[src/rtl/minisys_pkg.sv]
// Shared constants and types for the Minisys multicycle controller:
// instruction opcodes, R-type function codes, sequencer states and the
// instruction-class record produced by the decoder.
package minisys_pkg;

   localparam logic [5:0] OP_RTYPE = 6'b000000;
   localparam logic [5:0] OP_J     = 6'b000010;
   localparam logic [5:0] OP_JAL   = 6'b000011;
   localparam logic [5:0] OP_BEQ   = 6'b000100;
   localparam logic [5:0] OP_BNE   = 6'b000101;
   localparam logic [5:0] OP_ADDI  = 6'b001000;
   localparam logic [5:0] OP_ADDIU = 6'b001001;
   localparam logic [5:0] OP_SLTI  = 6'b001010;
   localparam logic [5:0] OP_SLTIU = 6'b001011;
   localparam logic [5:0] OP_ANDI  = 6'b001100;
   localparam logic [5:0] OP_ORI   = 6'b001101;
   localparam logic [5:0] OP_XORI  = 6'b001110;
   localparam logic [5:0] OP_LUI   = 6'b001111;
   localparam logic [5:0] OP_LW    = 6'b100011;
   localparam logic [5:0] OP_SW    = 6'b101011;

   localparam logic [5:0] FN_SLL  = 6'b000000;
   localparam logic [5:0] FN_SRL  = 6'b000010;
   localparam logic [5:0] FN_SRA  = 6'b000011;
   localparam logic [5:0] FN_SLLV = 6'b000100;
   localparam logic [5:0] FN_SRLV = 6'b000110;
   localparam logic [5:0] FN_SRAV = 6'b000111;
   localparam logic [5:0] FN_JR   = 6'b001000;
   localparam logic [5:0] FN_ADD  = 6'b100000;
   localparam logic [5:0] FN_ADDU = 6'b100001;
   localparam logic [5:0] FN_SUB  = 6'b100010;
   localparam logic [5:0] FN_SUBU = 6'b100011;
   localparam logic [5:0] FN_AND  = 6'b100100;
   localparam logic [5:0] FN_OR   = 6'b100101;
   localparam logic [5:0] FN_XOR  = 6'b100110;
   localparam logic [5:0] FN_NOR  = 6'b100111;
   localparam logic [5:0] FN_SLT  = 6'b101010;
   localparam logic [5:0] FN_SLTU = 6'b101011;

   // Encodings 5..7 are unused and recover to FETCH.
   typedef enum logic [2:0] {
      S_FETCH  = 3'd0,
      S_DECODE = 3'd1,
      S_EXEC   = 3'd2,
      S_MEM    = 3'd3,
      S_WB     = 3'd4
   } state_t;

   // Exactly one field is set for any opcode/funct pair.
   typedef struct packed {
      logic r_type;
      logic i_alu;
      logic lw;
      logic sw;
      logic branch;
      logic nbranch;
      logic j;
      logic jal;
      logic jr;
      logic illegal;
   } instr_class_t;

   // R-type function codes that perform an ALU operation (jr excluded).
   function automatic logic is_alu_funct(input logic [5:0] funct);
      logic hit;
      case (funct)
         FN_SLL, FN_SRL, FN_SRA, FN_SLLV, FN_SRLV, FN_SRAV,
         FN_ADD, FN_ADDU, FN_SUB, FN_SUBU, FN_AND, FN_OR,
         FN_XOR, FN_NOR, FN_SLT, FN_SLTU: hit = 1'b1;
         default:                         hit = 1'b0;
      endcase
      return hit;
   endfunction

endpackage

[src/rtl/ctrl_decode.sv]
// Combinational instruction classifier: turns opcode/funct into a one-hot
// class record plus the static register-destination and ALU-operand selects.
module ctrl_decode
   import minisys_pkg::*;
(
   input  logic [5:0]   opcode,
   input  logic [5:0]   funct,
   output instr_class_t cls,
   output logic         reg_dst,
   output logic         alu_src
);

   // Classify the instruction; anything not recognised is flagged illegal.
   always_comb begin
      cls = '0;
      case (opcode)
         OP_RTYPE: begin
            if (funct == FN_JR)           cls.jr      = 1'b1;
            else if (is_alu_funct(funct)) cls.r_type  = 1'b1;
            else                          cls.illegal = 1'b1;
         end
         OP_J:    cls.j       = 1'b1;
         OP_JAL:  cls.jal     = 1'b1;
         OP_BEQ:  cls.branch  = 1'b1;
         OP_BNE:  cls.nbranch = 1'b1;
         OP_LW:   cls.lw      = 1'b1;
         OP_SW:   cls.sw      = 1'b1;
         OP_ADDI, OP_ADDIU, OP_SLTI, OP_SLTIU,
         OP_ANDI, OP_ORI, OP_XORI, OP_LUI: cls.i_alu = 1'b1;
         default: cls.illegal = 1'b1;
      endcase
   end

   // R-type ALU ops write rd; immediates and load/store addresses use the extended immediate.
   assign reg_dst = cls.r_type;
   assign alu_src = cls.i_alu | cls.lw | cls.sw;

endmodule

[src/rtl/multicycle_ctrl.sv]
// Multicycle sequencer for the Minisys datapath. Steps each instruction
// through FETCH/DECODE/EXEC/MEM/WB, gates the write/access strobes by state
// and waits in MEM for the memory/IO slave with a bounded timeout.
module multicycle_ctrl
   import minisys_pkg::*;
#(
   parameter int          MEM_TIMEOUT = 255,
   parameter logic [21:0] IO_BASE_HI  = 22'h3FFFFF
)
(
   input  logic        clock,
   input  logic        reset,
   input  logic [5:0]  opcode,
   input  logic [5:0]  funct,
   input  logic [21:0] alu_addr_hi,
   input  logic        zero,
   input  logic        mem_ready,
   output logic        ir_write,
   output logic        pc_write,
   output logic [1:0]  pc_src,
   output logic        reg_write,
   output logic        reg_dst,
   output logic        jal,
   output logic        memoriotoreg,
   output logic        alu_src,
   output logic        mem_read,
   output logic        mem_write,
   output logic        io_read,
   output logic        io_write,
   output logic [2:0]  state,
   output logic        illegal_op,
   output logic        bus_err
);

   localparam int              CNT_W    = $clog2(MEM_TIMEOUT + 1);
   localparam logic [CNT_W-1:0] CNT_LAST = CNT_W'(MEM_TIMEOUT - 1);

   state_t           state_q;
   state_t           state_d;
   logic [CNT_W-1:0] wait_cnt;
   instr_class_t     cls;
   logic             dec_reg_dst;
   logic             dec_alu_src;
   logic             is_io;
   logic             mem_timeout;

   ctrl_decode u_decode (
      .opcode  (opcode),
      .funct   (funct),
      .cls     (cls),
      .reg_dst (dec_reg_dst),
      .alu_src (dec_alu_src)
   );

   // The address high bits select IO space; the last allowed MEM cycle without an ack aborts.
   assign is_io       = (alu_addr_hi == IO_BASE_HI);
   assign mem_timeout = (wait_cnt == CNT_LAST) && !mem_ready;
   assign state       = state_q;

   // State register; reset aborts whatever instruction is in flight.
   always_ff @(posedge clock) begin
      if (reset) state_q <= S_FETCH;
      else       state_q <= state_d;
   end

   // MEM wait counter: counts while staying in MEM, clears on every exit and on reset.
   always_ff @(posedge clock) begin
      if (reset)                                      wait_cnt <= '0;
      else if (state_q == S_MEM && state_d == S_MEM) wait_cnt <= wait_cnt + CNT_W'(1);
      else                                            wait_cnt <= '0;
   end

   // Next-state and output decode; reset forces every output low in its cycle.
   always_comb begin
      state_d      = S_FETCH;
      ir_write     = 1'b0;
      pc_write     = 1'b0;
      pc_src       = 2'd0;
      reg_write    = 1'b0;
      mem_read     = 1'b0;
      mem_write    = 1'b0;
      io_read      = 1'b0;
      io_write     = 1'b0;
      illegal_op   = 1'b0;
      bus_err      = 1'b0;
      reg_dst      = dec_reg_dst;
      alu_src      = dec_alu_src;
      jal          = cls.jal;
      memoriotoreg = cls.lw;

      case (state_q)
         S_FETCH: begin
            ir_write = 1'b1;
            pc_write = 1'b1;
            state_d  = S_DECODE;
         end
         S_DECODE: begin
            if (cls.illegal) begin
               illegal_op = 1'b1;
            end else if (cls.j) begin
               pc_write = 1'b1;
               pc_src   = 2'd2;
            end else if (cls.jr) begin
               pc_write = 1'b1;
               pc_src   = 2'd3;
            end else if (cls.jal) begin
               pc_write = 1'b1;
               pc_src   = 2'd2;
               state_d  = S_WB;
            end else begin
               state_d  = S_EXEC;
            end
         end
         S_EXEC: begin
            if (cls.branch || cls.nbranch) begin
               if ((cls.branch && zero) || (cls.nbranch && !zero)) begin
                  pc_write = 1'b1;
                  pc_src   = 2'd1;
               end
            end else if (cls.lw || cls.sw) begin
               state_d = S_MEM;
            end else if (cls.r_type || cls.i_alu) begin
               state_d = S_WB;
            end
         end
         S_MEM: begin
            mem_read  = cls.lw && !is_io;
            io_read   = cls.lw &&  is_io;
            mem_write = cls.sw && !is_io;
            io_write  = cls.sw &&  is_io;
            if (mem_ready) begin
               state_d = cls.lw ? S_WB : S_FETCH;
            end else if (mem_timeout) begin
               bus_err = 1'b1;
            end else begin
               state_d = S_MEM;
            end
         end
         S_WB: begin
            reg_write = 1'b1;
         end
         default: begin
            state_d = S_FETCH;
         end
      endcase

      if (reset) begin
         ir_write     = 1'b0;
         pc_write     = 1'b0;
         pc_src       = 2'd0;
         reg_write    = 1'b0;
         mem_read     = 1'b0;
         mem_write    = 1'b0;
         io_read      = 1'b0;
         io_write     = 1'b0;
         illegal_op   = 1'b0;
         bus_err      = 1'b0;
         reg_dst      = 1'b0;
         alu_src      = 1'b0;
         jal          = 1'b0;
         memoriotoreg = 1'b0;
      end
   end

endmodule

[config.mk]
export PLATFORM = sky130hd
export DESIGN_NAME = multicycle_ctrl
export DESIGN_NICKNAME = d
export VERILOG_FILES = /design/src/rtl/minisys_pkg.sv /design/src/rtl/ctrl_decode.sv /design/src/rtl/multicycle_ctrl.sv
export SDC_FILE = /design/constraint.sdc
export NUM_CORES = 1
export LEC_CHECK = 0
export CORE_UTILIZATION = 38
export CTS_CLUSTER_DIAMETER = 50
export DETAILED_ROUTE_END_ITERATION = 8
export PLACE_DENSITY = 0.8
export SLEW_MARGIN = 5
export SYNTH_ARGS = -nofsm -noshare
export SYNTH_HDL_FRONTEND = slang
export SYNTH_SLANG_ARGS = --single-unit
[constraint.sdc]
create_clock -name clock -period 2.7 [get_ports clock]
set_input_delay 0.405 -clock clock [delete_from_list [all_inputs] [get_ports clock]]
set_output_delay 0.405 -clock clock [all_outputs]
set_load 0.01 [all_outputs]
-- Yosys cells after proc, flatten, opt, wreduce, memory -nomap -nowiden
Memory sizes are Yosys's and may differ from the RTL's.
Cells that the tools add are included.
- word-level logic and storage cells: 116
- memories: 1
- output and inout port bits: 18
- flip-flop bits (word level): 11
- ROM bits: 64
- bits of input ports: 38
- memory list (memory ; depth ; bits a word ; read ports ; clocked after Yosys merged registers in ; write ports ; RTL line ; source):
    (no name shown) ; 64 ; 1 ; 1 ; 0 ; 0 ; minisys_pkg.sv:66 ; case (funct)
- reduce and logical (&&, ||, !) cells: 20
- eq/ne operators: 22
- bitwise operators: 3
- mux-type cells: 67
- add/sub/neg operators: 1
- operators by type and width (cell ; number):
    6-bit by 4-bit equality test with 1-bit output, second input constant ; 9
    1-bit two-way mux ; 48
    3-bit two-way mux ; 9
    22-bit equality test, second input constant ; 1
    14-bit OR reduction ; 1
    6-bit by 2-bit equality test with 1-bit output, second input constant ; 2
    6-bit by 3-bit equality test with 1-bit output, second input constant ; 2
    6-bit equality test, second input constant ; 2
    2-bit two-way mux ; 6
    3-bit case mux with 4 select lines ; 1
    3-bit by 2-bit equality test with 1-bit output, second input constant ; 3
    8-bit by 1-bit adder with 8-bit output, second input constant ; 1
    8-bit equality test, second input constant ; 1
    1-bit logical AND ; 8
    8-bit OR reduction ; 1
    6-bit zero test ; 1
    1-bit logical OR ; 4
    2-bit case mux with 2 select lines ; 1
    3-bit by 1-bit equality test with 1-bit output, second input constant ; 1
    3-bit equality test, second input constant ; 1
    1-bit zero test ; 3
    3-bit zero test ; 1
    1-bit case mux with 3 select lines ; 1
    1-bit OR ; 2
    3 further kinds ; 3

-- Depth between registers and ports, before layout
Gate-level depths: netlist of the first run.
- depth after elaboration: 15
- gate-level depth with buffers: 6
- depth with buffers taken out: 6

-- By module
From an unflattened synthesis of the first run, not the netlist that was laid out.
- cells, all modules: 130
- area, all modules: 940.9 um^2
- by module, submodules not included (module ; instances ; cells each ; seq. area each (um^2) ; area an instance (um^2)):
    multicycle_ctrl ; 1 ; 97 ; 220.2 ; 733.2
    ctrl_decode ; 1 ; 33 ; 0.0 ; 207.7

-- Worst setup path before layout of the first run
Ideal clock, no wire load.
- path type: input-to-output
- start point: input opcode[2]
- end point: output illegal_op
- setup slack: 0.458 ns
- stages on the path: 5
- buffers on the path: 1
- required time: 2.295 ns
- arrival: 1.837 ns
- cell sequence: or4_1 > buf_2 > a2111o_1 > o2111ai_2 > and3_1
- word-level cells in the longest chain between the ends: 6
- elaborated cells on any way between the ends: 20
- those cells by class: eq/ne (14); mux (4); reduce/logical (2)
- ends and longest elaborated chain (what ; RTL line ; source):
    start: declaration ; multicycle_ctrl.sv:13 ; input logic [5:0] opcode,
    6-bit by 2-bit equality test with 1-bit output (tied with other cells) ; ctrl_decode.sv:16 ; case (opcode)
    14-bit OR reduction (no source line) ; - ;
    1-bit case mux with 2 select lines * ; ctrl_decode.sv:16 ;
    1-bit two-way mux * ; multicycle_ctrl.sv:98 ; if (cls.illegal) begin
    1-bit two-way mux * ; multicycle_ctrl.sv:91 ; case (state_q)
    1-bit two-way mux * ; multicycle_ctrl.sv:147 ; if (reset) begin
    end: declaration ; multicycle_ctrl.sv:31 ; output logic illegal_op,
Mark *: on every way between the ends. The rest lies on a longest branch, timed or not.

-- Final worst setup path of the first run
- start point: input opcode[5]
- end point: output pc_write
- word-level cells in the longest chain between the ends: 8
- elaborated cells on any way between the ends: 34
- those cells by class: eq/ne (14); mux (14); reduce/logical (6)
- ends and longest elaborated chain (what ; RTL line ; source):
    6-bit by 2-bit equality test with 1-bit output or 6-bit by 3-bit equality test with 1-bit output (tied branches) ; ctrl_decode.sv:16 ;
    1-bit two-way mux ; ctrl_decode.sv:16 ;
    1-bit two-way mux or 1-bit logical AND (tied branches) ; multicycle_ctrl.sv:106, multicycle_ctrl.sv:116 ;
    1-bit two-way mux or 1-bit logical OR (tied branches) ; multicycle_ctrl.sv:103, multicycle_ctrl.sv:116 ;
    1-bit two-way mux (on tied branches) ; multicycle_ctrl.sv:100, multicycle_ctrl.sv:116 ;
    1-bit two-way mux (on tied branches) ; multicycle_ctrl.sv:98, multicycle_ctrl.sv:115 ;
    1-bit case mux with 3 select lines * ; multicycle_ctrl.sv:91 ;
    1-bit two-way mux * ; multicycle_ctrl.sv:147 ;
    end: declaration ; multicycle_ctrl.sv:19 ; output logic pc_write,
Marks and branches as above.

==> summary.txt, run 1 <==
Setup path
  • Bufs and invs on worst path: 3
  • Critical path, cell by cell: clkdlybuf4s50_1 > or4_4 > buf_4 > o41ai_2 > a22o_1 > dlygate4sd2_1
  • Crit Path Category: in -> out
  • Crit-path max FO: 4
  • Slowest cell on the critical path: clkdlybuf4s50_1
  • Worst r2r src: wait_cnt[0]$_SDFF_PP0_
  • Family with the most delay on the worst path: buffers and inverters
  • Req. time, crit path: about 2300 ps
  • CP max stage delay: 460 ps
  • WP data arrival: 2210 ps
  • R2R depth: 6
  • CP Launch Type: input port
  • FF-to-FF setup slack: 820 ps
  • Reg2reg end: wait_cnt[7]$_SDFF_PP0_
  • Crit. End Element: output port

Place
  • GPL Wtd Cong: 0.956
  • Place WS: -453 ps
  • IO Port Bufs: 55
  • Post-placement cell count: 221
  • Placed wire-length estimate: 2480 um

Power and ir drop
  • Combinational share of power: 0.343
  • Pleak: ~0.00071 uW
  • Cell internal pwr: 313 uW
  • Power share of the clock group: 0.262
  • Net Sw Frac: 0.266
  • Worst IR Drop VDD: between 200 and 300 uV
  • P_sw: 113 uW
  • Power per Cell Area: ~240 nW/um^2
  • Overall Power: 426 uW
  • Flop pwr share: 0.395

Finish
  • Non-filler cells, final: 225
  • Core Util, Final: 0.764
  • Nets: 238
  • Layout area overhead: 82.6%
  • Antenna Cells: 0
  • Fillers: 169
  • Layout cell share with drive strength beyond 1: 0.223

CTS
  • # H-tree levels: 1
  • Hold buffers post-CTS: 0
  • TritonCTS clock tree: built
  • CTS Sinks: 11
  • Worst-path clk slew: 60 ps
  • Num CTS Buffers: 3
  • Clk_lat worst skew: 270 ps
  • Clk root buf: clkbuf_4
  • CTS max path bufs: 2

Min path
  • Cell depth of the worst hold path: 1
  • Worst hold endpoint: wait_cnt[0]$_SDFF_PP0_
  • Min-Delay Path Class: reg -> reg
  • Hold path start: wait_cnt[0]$_SDFF_PP0_

Timing
  • Slew headroom: 0.634
  • Final Hold Violating Endpoints: 0
  • Slew Viols, Final: 0
  • Fin crit period: ~2600 ps
  • Worst-Margin Slew: 536 ps
  • RSZ-0062 raised after global routing: false
  • Setup ws final: 81.7 ps
  • Setup TNS Final: 0 ps
  • Fmax: 382 MHz
  • Clock Skew: 6.14 ps
  • Final Cycle Share: 0.970
  • Final Setup Violations: 0

Synth
  • Mean Syn Cell Area: 7.81 um^2
  • Synth Area in Adders: 0.0260
  • Async S/R FF share, synth: 0
  • Synth Register Bits: 11
  • Syn Inst Count: approximately 120
  • Synth unique cells: 44
  • Mux cell area share after synthesis: 0
  • Post-synth EDFFs: 0
  • Largest family of logic cells by synthesized area: simple AND/OR/NAND/NOR gates
  • Synthesized cell area: 961 um^2
  • Ys flop type: dfxtp_1
  • Sequential fraction of the synthesis area: 0.229
  • Synth Area in XOR/XNOR: 0.0638
  • Post-Synth Simple-Gate Area: 0.431
  • Synth Warn #: 0
  • Synthesized Nets: between 150 and 200
  • Compound-cell area share of the yosys netlist: 0.174

Drt
  • Vias per cell: 5.51
  • Routed WL: 2970 um
  • DRT Pass-1 Iters: 4
  • Remaining DRCs: 0
  • Initial DRC count: 26
  • Vias: 1239
  • Routed len/inst: between 10 and 15 um
  • Routed Antenna Nets: 0

Global routing
  • Global-route wire length before repair: 4860 um
  • Pin count of the biggest net entering global routing: 11
  • Vias in the first global route: 1138
  • Gr usage total: 0.235
  • Gr ovfl total: 0
  • Initial antenna violation count: 0

Die
  • Core area: 2300 um^2
  • # rows: 17
  • Initial cell density of the core: 0.418
  • I/O pins: 56
  • Die ar.: between 2000 and 3000 um^2
  • Die Wd: 52.3 um
  • DIE HEIGHT: 52.3 um

Run
  • Max Cap Viol: 0

Run status
  • Status: finished, final reports clean
-- sequential cells by signal, summed over array words and instances (netlist names) --
signal / flops
wait_cnt: 8
state: 3
-- cell families after synthesis --
kind of cell             after synthesis
AND/OR/NAND/NOR                       73
AO/OA/AOI/OAI                         21
flip-flops                            11
buffers and inverters                  9
XOR/XNOR                               7
adder cells (fa/ha/maj)                2
-- through the flow --
| stage | instance area [um^2] | hold WS, ps |
|---|---|---|
| 6_report | 1750 | 482 |
| 5_1_grt | 1750 | 525 |
| 4_1_cts | 1720 | 484 |
| 3_5_place_dp | 1650 | 467 |
| 3_3_place_gp | 1650 | 456 |
| 2_1_floorplan | 961 | 441 |
-- synth_stat cells (2+ instances only) --
| cell type | number | area share |
|---|---|---|
| nor4_1 | 3 | 0.020 |
| nor2b_1 | 2 | 0.013 |
| clkbuf_1 | 2 | 0.0078 |
| ha_1 | 2 | 0.026 |
| xnor2_1 | 3 | 0.027 |
| nand3_1 | 4 | 0.021 |
| a21oi_1 | 4 | 0.021 |
| or2_2 | 2 | 0.013 |
| a2111oi_2 | 2 | 0.031 |
| nor4b_1 | 2 | 0.018 |
| dfxtp_1 | 11 | 0.23 |
| o22ai_1 | 2 | 0.013 |
| o21ai_0 | 2 | 0.010 |
| nand4_1 | 7 | 0.046 |
| nand2_1 | 7 | 0.027 |
| xor2_1 | 4 | 0.036 |
| nor2_1 | 23 | 0.090 |
| and4_1 | 2 | 0.018 |
| inv_1 | 2 | 0.0078 |
| nor3_1 | 3 | 0.016 |
| clkbuf_8 | 3 | 0.043 |
| and3_1 | 3 | 0.020 |
| nor3b_1 | 7 | 0.055 |
-- area by class of cell --
type / instances / area (um^2) / area share
multi-input cells: 103 / 752 / 0.429
repair buffers: 77 / 713 / 0.407
well taps: 28 / 35.0 / 0.0200
inverters: 2 / 7.51 / 0.00428
flip-flops and latches: 11 / 220 / 0.126
clock buffers: 4 / 26.3 / 0.0150
-- metal layers --
layer | routed length [um] | vias up | GRT usage | part of all wire
li1 | - | 607 | - | -
met1 | 1260 | 586 | 0.287 | 0.43
met2 | 1550 | 46 | 0.428 | 0.52
met3 | 158 | 0 | 0.0551 | 0.053
met4 | 0 | 0 | 0.0175 | 0
met5 | 0 | - | 0 | 0
-- power by group through the flow --
stage	Combinational (uW)	Clock, uW	Sequential, uW
after floorplan	46.7	0	171
after global placement	138	0	171
after detailed placement	140	0	171
after CTS	145	116	168
after global routing	157	124	169
final	146	112	168
-- what timing repair did --
item / CTS / global route
pin swaps: 4 / 6
gates resized for setup: 21 / 13
setup buffers: 0 / 0
setup endpoints to repair: 5 / 9
-- cells in the final DEF (no fill, tap or decap), types with 4 or more instances in the layout --
| cell | n |
|---|---|
| clkdlybuf4s50_1 | 43 |
| nor2_1 | 23 |
| buf_4 | 22 |
| dfxtp_1 | 11 |
| nand2_1 | 7 |
| nand4_1 | 7 |
| nor3b_1 | 6 |
| dlymetal6s2s_1 | 6 |
| a21oi_1 | 4 |
| nand3_1 | 4 |
| xor2_1 | 4 |
-- worst max path at each step --
stage / start / end / cells past startpoint
global route: opcode[5] / illegal_op / 6
detailed placement: opcode[2] / reg_dst / 7
global placement: opcode[2] / illegal_op / 6
CTS: opcode[3] / illegal_op / 6
floorplan: opcode[2] / illegal_op / 5
finish: opcode[5] / pc_write / 6
No activity file was read; power rests on OpenSTA's default activity.
==> run 2, diff against run 1 <==
--- a/config.mk
+++ b/config.mk
@@ -5,11 +5,14 @@
 export SDC_FILE = /design/constraint.sdc
 export NUM_CORES = 1
 export LEC_CHECK = 0
-export CORE_UTILIZATION = 38
+export ABC_AREA = 0
+export CORE_MARGIN = 4
+export CORE_UTILIZATION = 37
 export CTS_CLUSTER_DIAMETER = 50
 export DETAILED_ROUTE_END_ITERATION = 8
-export PLACE_DENSITY = 0.8
+export PLACE_DENSITY = 0.78
 export SLEW_MARGIN = 5
 export SYNTH_ARGS = -nofsm -noshare
 export SYNTH_HDL_FRONTEND = slang
+export SYNTH_HIERARCHICAL = 1
 export SYNTH_SLANG_ARGS = --single-unit
==> summary.txt, run 2 <==
Drt
  • Vias per cell: roughly 5.5
  • Remaining DRCs: 0
  • Vias: 1320
  • Routed Antenna Nets: 0
  • Initial DRC count: between 60 and 70
  • Routed WL: 3390 um
  • DRT Pass-1 Iters: 5
  • Routed len/inst: 14.2 um

Setup path
  • Crit. End Element: output port
  • FF-to-FF setup slack: 1370 ps
  • CP Launch Type: input port
  • Worst r2r src: state[1]$_SDFF_PP0_
  • R2R depth: 3
  • Crit Path Category: in -> out
  • Crit-path max FO: 4
  • Reg2reg end: wait_cnt[6]$_SDFF_PP0_
  • Req. time, crit path: around 2300 ps
  • WP data arrival: 2230 ps

CTS
  • Clk root buf: clkbuf_4
  • Clk_lat worst skew: 270 ps
  • Num CTS Buffers: 3
  • Worst-path clk slew: 60 ps
  • CTS Sinks: 11
  • # H-tree levels: 1
  • TritonCTS clock tree: built
  • CTS max path bufs: 2

Global routing
  • Vias in the first global route: 1379
  • Gr usage total: 0.206
  • Initial antenna violation count: 0
  • Global-route wire length before repair: 5600 um
  • Pin count of the biggest net entering global routing: 11
  • Gr ovfl total: 0

Place
  • Place WS: -708 ps
  • IO Port Bufs: 55
  • GPL Wtd Cong: 0.872
  • Placed wire-length estimate: 2600 um
  • Post-DP Area: 1660 um^2

Power and ir drop
  • Overall Power: 427 uW
  • Pleak: around 0.00066 uW
  • Worst IR Drop VDD: 249 uV
  • Combinational share of power: 0.351
  • P_sw: 115 uW
  • Flop pwr share: 0.394
  • Power share of the clock group: 0.255
  • Power per Cell Area: 238 nW/um^2
  • Cell internal pwr: slightly above 300 uW
  • Net Sw Frac: 0.268

Synth
  • Compound-cell area share of the yosys netlist: 0.160
  • Synth Area in XOR/XNOR: 0.0279
  • Ys flop type: dfxtp_1
  • Synthesized cell area: ~940 um^2
  • Largest family of logic cells by synthesized area: simple AND/OR/NAND/NOR gates
  • Post-synth EDFFs: 0
  • Mux cell area share after synthesis: 0.0120
  • Count leader, synth: nor2_1
  • Synthesized Nets: 170
  • Synth top area share: 0.234
  • Mean Syn Cell Area: 7.24 um^2
  • Syn Inst Count: 130
  • Synth unique cells: 36
  • Synth Register Bits: 11
  • Synth Warn #: 6
  • Sequential fraction of the synthesis area: 0.234
  • Synth Area in Adders: 0.0266
  • Most frequent cells after synthesis: nor2_1, nand2_1, dfxtp_1, nand3_1, nor3_1
  • Top post-synthesis cells by area: dfxtp_1, nor2_1, nand2_1
  • Async S/R FF share, synth: 0
  • Post-Synth Simple-Gate Area: 0.507
  • Synth area leader: dfxtp_1

Timing
  • Worst-Margin Slew: 378 ps
  • Final Cycle Share: 0.974
  • Final Setup Violations: 0
  • Slew Viols, Final: 0
  • Fin crit period: about 2600 ps
  • Slew headroom: 0.748
  • Setup ws final: around 70 ps
  • Final Hold Violating Endpoints: 0
  • Clock Skew: 0.692 ps
  • Fmax: 380 MHz

Run status
  • Status: finished, final reports clean

Die
  • # rows: 18
  • Die Wd: 58.4 um
  • DIE HEIGHT: 58.4 um
  • Initial cell density of the core: 0.383
  • I/O pins: 56
  • Die ar.: 3410 um^2
  • Core area: 2450 um^2

Finish
  • Number of flip-flops in the largest register: 8
  • Nets: 250
  • Layout cell share with drive strength beyond 1: 0.273
  • Fillers: 186
  • Antenna Cells: 0
  • Post-route cell area: between 1500 and 2000 um^2
  • Layout area overhead: 90.8%
  • Commonest cells after routing, fill and taps aside: clkdlybuf4s50_1, buf_4, nor2_1, nand2_1, dfxtp_1
  • Most common cell after layout, fill and taps aside: clkdlybuf4s50_1
  • Most flop-heavy register: wait_cnt

Run
  • Max Cap Viol: 0

Min path
  • Min-Delay Path Class: reg -> reg
  • Cell depth of the worst hold path: 2
  • Hold path start: wait_cnt[7]$_SDFF_PP0_
  • Worst hold endpoint: wait_cnt[7]$_SDFF_PP0_
run 2: cell types whose count changed after synthesis, moves of 4 or more:
cell,delta
nor2b_1,+5
nor3_1,+5
nand2_1,+5
a31oi_1,+4
nor2_1,-9
nand3_1,+4
run 2: how the worst max path moves through the flow:
| stage | startpoint | endpoint |
|---|---|---|
| floorplan | opcode[5] | pc_write |
| global placement | opcode[5] | pc_write |
| detailed placement | opcode[5] | pc_write |
| CTS | funct[0] | pc_write |
| global route | opcode[2] | pc_write |
| finish | opcode[2] | pc_write |
run 2: cell type report:
cell class,count,area (um^2),area share
multi-input combinational,112,812,0.452
tap,30,37.5,0.0209
sequential,11,220,0.123
timing repair buffer,78,684,0.381
clock buffer,4,26.3,0.0146
inverter,4,15.0,0.00836
run 2: power by group through the flow:
stage	clock [uW]	combinational, uW	sequential [uW]
final	109	150	168
after global routing	118	161	168
after CTS	112	140	168
after detailed placement	0	132	171
after global placement	0	129	171
after floorplan	0	37.3	171
run 2: kinds of logic (layout without fill, tap and decap cells):
logic type      after synthesis  after routing
compound gates               22             22
xor+xnor                      3              3
fa+ha+maj                     2              2
buf+inv                       7             86
flops                        11             11
mux                           1              1
simple gates                 84             84
run 2: metrics by stage:
stage	util	setup TNS [ps]	hold WS (ps)	std cells
floorplan	-	0	452	130
global placement	0.677	-2740	477	232
detailed placement	0.677	-3210	488	232
CTS	0.710	-30.2	497	238
global route	0.731	-17.0	552	239
finish	0.731	0	497	239
run 2: critical path, cell delays in order:
cell and delay, ps:
clkbuf_2 90, or4_4 580, nor3b_4 230, nor3_1 110, or4_4 510, a31oi_4 180, buf_6 120
run 2: routing by layer:
metal / track usage / wire [um] / up-vias
met3: 0.0504 / 256 / 2
met5: 0 / 0 / -
li1: - / - / 645
met1: 0.215 / 1330 / 607
met2: 0.402 / 1800 / 66
met4: 0.0563 / 13 / 0
run 2: what timing repair did:
action,4_1_cts,5_1_grt
hold buffers,0,0
pin swaps,9,10
setup buffers,2,1
endpoints found under the setup margin,11,6
gates resized for setup,45,21
